`src/rtl/panel_scan_sequencer.sv`:
```
// LED panel row scanner: shifts COLS column pulses, blanks, latches and displays
// each row in turn, all paced by a programmable tick divider.
module panel_scan_sequencer #(
    parameter int unsigned ROWS       = 8,
    parameter int unsigned COLS       = 32,
    parameter int unsigned DISP_TICKS = 4,
    parameter int unsigned DIV_W      = 16
) (
    input  logic                      clk,
    input  logic                      reset,
    input  logic                      enable,
    input  logic                      period_load,
    input  logic [DIV_W-1:0]          period_in,
    output logic                      shift_clk,
    output logic [$clog2(COLS)-1:0]   col_idx,
    output logic [$clog2(ROWS)-1:0]   row,
    output logic                      blank,
    output logic                      latch,
    output logic                      frame_done,
    output logic                      busy
);

    localparam int unsigned CW = $clog2(COLS);
    localparam int unsigned RW = $clog2(ROWS);
    localparam int unsigned DW = $clog2(DISP_TICKS + 1);

    typedef enum logic [2:0] {
        IDLE    = 3'd0,
        SHIFT   = 3'd1,
        BLANK   = 3'd2,
        LATCH   = 3'd3,
        DISPLAY = 3'd4
    } state_t;

    state_t           state_q, state_n;
    logic [DIV_W-1:0] period_q;
    logic [DIV_W-1:0] tcnt_q;
    logic             tick;
    logic             tcnt_clr;
    logic [CW-1:0]    col_n;
    logic [RW-1:0]    row_n;
    logic [DW-1:0]    disp_q, disp_n;
    logic             first_q, first_n;

    assign tick = (tcnt_q == period_q - DIV_W'(1));

    // Tick divider; a load or an IDLE exit restarts the count from zero.
    always_ff @(posedge clk) begin
        if (reset) begin
            period_q <= DIV_W'(1);
            tcnt_q   <= '0;
        end else begin
            if (period_load)
                period_q <= (period_in == '0) ? DIV_W'(1) : period_in;
            if (period_load || tcnt_clr || tick)
                tcnt_q <= '0;
            else
                tcnt_q <= tcnt_q + DIV_W'(1);
        end
    end

    always_ff @(posedge clk) begin
        if (reset) begin
            state_q <= IDLE;
            col_idx <= '0;
            row     <= '0;
            disp_q  <= '0;
            first_q <= 1'b0;
        end else begin
            state_q <= state_n;
            col_idx <= col_n;
            row     <= row_n;
            disp_q  <= disp_n;
            first_q <= first_n;
        end
    end

    always_comb begin
        state_n    = state_q;
        col_n      = col_idx;
        row_n      = row;
        disp_n     = disp_q;
        first_n    = first_q;
        tcnt_clr   = 1'b0;
        shift_clk  = 1'b0;
        latch      = 1'b0;
        frame_done = 1'b0;
        blank      = 1'b1;
        busy       = 1'b1;

        unique case (state_q)
            IDLE: begin
                busy = 1'b0;
                if (enable) begin
                    state_n  = SHIFT;
                    col_n    = '0;
                    first_n  = 1'b1;
                    tcnt_clr = 1'b1;
                end
            end
            SHIFT: begin
                if (tick) begin
                    shift_clk = 1'b1;
                    if (col_idx == CW'(COLS - 1)) begin
                        col_n   = '0;
                        state_n = BLANK;
                    end else begin
                        col_n = col_idx + CW'(1);
                    end
                end
            end
            BLANK: begin
                if (tick)
                    state_n = LATCH;
            end
            LATCH: begin
                if (tick) begin
                    latch   = 1'b1;
                    first_n = 1'b0;
                    disp_n  = '0;
                    state_n = DISPLAY;
                    // The first row after a start always shows row 0.
                    if (first_q || row == RW'(ROWS - 1))
                        row_n = '0;
                    else
                        row_n = row + RW'(1);
                end
            end
            DISPLAY: begin
                blank = 1'b0;
                if (tick) begin
                    if (disp_q == DW'(DISP_TICKS - 1)) begin
                        disp_n     = '0;
                        frame_done = (row == RW'(ROWS - 1));
                        state_n    = enable ? SHIFT : IDLE;
                    end else begin
                        disp_n = disp_q + DW'(1);
                    end
                end
            end
            default: state_n = IDLE;
        endcase
    end

endmodule

```
`config.mk`:
```
export PLATFORM = sky130hd
export DESIGN_NAME = panel_scan_sequencer
export DESIGN_NICKNAME = d
export VERILOG_FILES = /design/src/rtl/panel_scan_sequencer.sv
export SDC_FILE = /design/constraint.sdc
export NUM_CORES = 1
export LEC_CHECK = 0
export BUFFER_PORTS_ARGS = -buffer_cell sky130_fd_sc_hd__buf_2
export CELL_PAD_IN_SITES_DETAIL_PLACEMENT = 1
export CELL_PAD_IN_SITES_GLOBAL_PLACEMENT = 1
export CORE_ASPECT_RATIO = 0.8
export CORE_UTILIZATION = 44
export DETAILED_ROUTE_END_ITERATION = 16
export PLACE_DENSITY = 0.76
export SLEW_MARGIN = 10
export SYNTH_ARGS = -nofsm -noshare
export SYNTH_HDL_FRONTEND = slang
export SYNTH_SLANG_ARGS = --single-unit
export TNS_END_PERCENT = 5
```
`constraint.sdc`:
```
create_clock -name clk -period 3.3 [get_ports clk]
set_input_delay 0.33 -clock clk [delete_from_list [all_inputs] [get_ports clk]]
set_output_delay 0.33 -clock clk [all_outputs]
set_load 0.02 [all_outputs]
```
==> impl_metrics.csv <==
group,metric,value,unit
power_and_ir_drop,powerDensity,371.8,nW/um^2
floorplanning,die_y,73.72,microns
floorplanning,io_pins,33,
power_and_ir_drop,p_sw,354.3,uW
floorplanning,rows,25,
setup_path,crit_type,"register to output port",
sta,relSlewSlack,0.4796,
placed_design,postPlaceCellArea,3062,sq um
global_routing,use_met3,0.03934,
worst_hold_path,worstHoldEndpoint,"period_q[13]",
placed_design,post-dp-hpwl,5860,microns
global_routing,met1_usage,0.3549,
global_routing,grtUsageTotal,0.2405,
power_and_ir_drop,ir_drop,0.1760,mV
drt,first_pass_iters,4,
clock_tree,cts_root_buf,"clkbuf_8",
worst_hold_path,hp-class,"input pin to register",
setup_path,cp_top_family,"simple AND/OR/NAND/NOR gates",
setup_path,path_buf_inv,1,
final_layout,drive_above_1_share,0.1613,
setup_path,crit_slowest_cell,"or4_1",
placed_design,gp_congestion,0.8908,
global_routing,first_global_vias,2473,
synth,netlist_area,2829,sq um
global_routing,grt_start_max_net_pins,30,
drt,totalWireLength,7629,microns
synth,synth_most_common_cell,"nor2_1",
sta,min_period,3.084,ns
synth,synth_common_cells,"nor2_1 (50), dfxtp_1 (47), mux2i_1 (21)",
floorplanning,start_util,0.4662,
final_layout,design_area,3197,sq um
sta,slew_viol_final,0,
drt,vias,2620,
synth,synth_top_cell_area_share,0.3326,
clock_tree,clockBufferDepth,2,
setup_path,worst_setup_path_end_kind,"output port",
final_layout,finalNetCount,399,
global_routing,gr-total-overflow,0,
final_layout,multi_input_area,1787,sq um
sta,hold_viol_final,0,
sta,rsz0062_at_grt,"false",
setup_path,cpMostUsedCell,"mux2i_1",
floorplanning,core_region_area,6068,sq um
sta,hold_ws,0.2921,ns
sta,period_share,0.9347,
synth,seq_area_frac_synth,0.3326,
clock_tree,cts_tree,"yes",
global_routing,busiest_layer,"met2",
clock_tree,h-tree-depth,2,
synth,ys.warnings.count,0,
worst_hold_path,hp-start,"period_in[13]",
power_and_ir_drop,comb_power_share,0.186,
power_and_ir_drop,sequentialPowerShare,0.513,
global_routing,grt_pass1_wl,12670,microns
final_layout,nFillCells,760,
drt,wl_per_cell,16.84,microns
clock_tree,clock-sinks,47,
clock_tree,cts_buffers,5,
setup_path,cp_slowest_stage_delay,0.64,ns
setup_path,critPathArrivalTime,2.75,ns
synth,ys_ff_latch,47,
sta,worst_clock_skew,0.006676,ns
drt,detail-route-antenna-nets,0,
synth,synth.area.top_cells,"dfxtp_1 (33%), mux2i_1 (7.4%), nor2_1 (6.6%), xnor2_1 (5.3%), xor2_1 (4.3%)",
synth,synth_cells,346,
sta,fmax,324.2,MHz
setup_path,ff2ff_path_depth,9,
final_layout,antenna_cells,0,
synth,syn_area_per_cell,8.176,sq um
worst_hold_path,holdPathStages,3,
setup_path,reg2reg_to,"disp_q[0]",
power_and_ir_drop,p_int,834.3,uW
synth,synth_nets,373,
setup_path,critPathLaunchType,"register",
floorplanning,die_w,91.65,microns
synth,synthDistinctLibCells,51,
final_layout,seqCellArea,940.9,sq um
synth,synth_flop_cell,"dfxtp_1",
synth,synth_edf_count,0,
synth,ys_async_sr_fraction,0,
synth,yosys.area.top_type,"dfxtp_1",
global_routing,antenna_found_initial,0,
sta,timing_worst_slew_pin_value,0.7609,ns
setup_path,worst_ep_required_time,2.97,ns
setup_path,cp_cell_sequence,"or4_1 > nor4_4 > mux2i_1 > mux2i_1 > o21ai_2 > nand4b_4 > nor3_1 > buf_2",
clock_tree,clkTransAtPathRegs,0.09,ns
drt,drt_iter0_markers,96,
status,outcome,"complete, no violations",
final_layout,area_delta_synth_final,13.00,%
clock_tree,clock_latency,0.30,ns
power_and_ir_drop,switching_share,0.2981,
setup_path,worstPathMaxFanout,6,
run,drv_cap,0,
placed_design,portBuffers,32,
floorplanning,dieArea,6756,sq um
global_routing,met2_usage,0.3709,
power_and_ir_drop,power.share.clock,0.301,
setup_path,r2r_slack,0.35,ns
sta,tns,0,ns
sta,finalSetupViolCount,0,
setup_path,r2r_start,"period_q[0]",
power_and_ir_drop,leakagePower,1.279,nW
drt,vias_per_cell,5.784,
drt,drc_errors,0,
-- layout by cell type (no fill, tap or decap), drive strengths merged, types with 2 or more instances in the layout --
master   synthesis  routed
a21o             3       3
or3              5       5
xor2            14      14
mux2i           21      21
xnor2           17      17
inv             16      16
ha               7       7
dfxtp           47      47
nor4b            2       2
a31oi            4       4
nand3           13      13
a2111oi          3       3
nor4             8       8
nor2            50      50
nor3b            2       2
o2111ai          2       2
nand2b           3       3
nand2           20      20
and3             7       7
o311ai           2       2
or4              6       6
a2111o           2       2
nor2b            4       4
nand3b           3       3
nor3             9       9
a21oi           10      10
buf              3      40
o211ai           5       5
a211oi           3       3
nand4b           2       2
o21a             2       2
o21ai            9       9
nand4           10      10
and2             4       4
clkbuf          18       6
-- worst max path at each step --
stage,start,end,slack [ns],depth (start not counted)
finish,period_q[0],frame_done,0.22,8
global route,period_q[0],frame_done,0.004,8
CTS,period_q[0],frame_done,0.02,8
detailed placement,period_q[0],row[1],0.23,10
global placement,period_q[4],tcnt_q[13],0.35,11
floorplan,period_q[0],frame_done,0.27,8
-- stage by stage --
step                      utilization  setup slack (ns)  power (mW)  instances
after detailed placement       0.5045            0.2332      0.8319        445
final                          0.5268            0.2156       1.189        453
after global routing           0.5268          0.004252       1.249        453
after floorplan                     -            0.2650      0.7637        346
after CTS                      0.5204           0.02019       1.194        452
after global placement         0.5045            0.3458      0.8262        445
-- kinds of logic (layout without fill, tap and decap cells) --
| family | count (synthesis) | in the layout | synth area share |
|---|---|---|---|
| DFF | 47 | 47 | 0.3326 |
| buffers and inverters | 37 | 63 | 0.04998 |
| and+or+nand+nor | 151 | 151 | 0.2853 |
| xor gates and xnor gates | 31 | 31 | 0.09598 |
| AOI/OAI and AO/OA | 52 | 52 | 0.1309 |
| adders and majority gates | 7 | 7 | 0.03096 |
| muxes | 21 | 21 | 0.07430 |
-- tightest hold or removal path: stages --
cell	delay (ns)
buf_2	0.09
mux2i_1	0.06
nor2_1	0.07
-- sequential cells by signal (all words and copies together) (netlist names) --
signal    cells
disp_q        3
row           3
tcnt_q       16
state_q       3
period_q     16
first_q       1
col_idx       5
-- area by class of cell --
| class | instances | share of cell area |
|---|---|---|
| Clock buffer | 6 | 0.02583 |
| Sequential cell | 47 | 0.2943 |
| Inverter | 16 | 0.01879 |
| Timing Repair Buffer | 40 | 0.06888 |
| Tap cell | 81 | 0.03170 |
| Clock inverter | 1 | 0.001566 |
| Multi-Input combinational cell | 262 | 0.5589 |
-- metal layers --
layer	part of all wire	vias up
met2	0.44	48
met3	0.043	7
met4	0.0047	0
met1	0.51	1281
li1	-	1284
met5	0	-
-- power groups by stage --
stage	combinational (mW)	clock, mW	sequential [mW]
global placement	0.206	0	0.620
finish	0.221	0.358	0.610
floorplan	0.153	0	0.611
global route	0.243	0.393	0.613
detailed placement	0.210	0	0.622
CTS	0.215	0.370	0.609
-- timing repair --
action,CTS,global route
pin swaps,0,1
setup endpoints to repair,2,24
resized for setup,1,8
setup buffers,0,1
cloned,0,0
hold buffers,0,0
No activity file was read; power rests on OpenSTA's default activity.
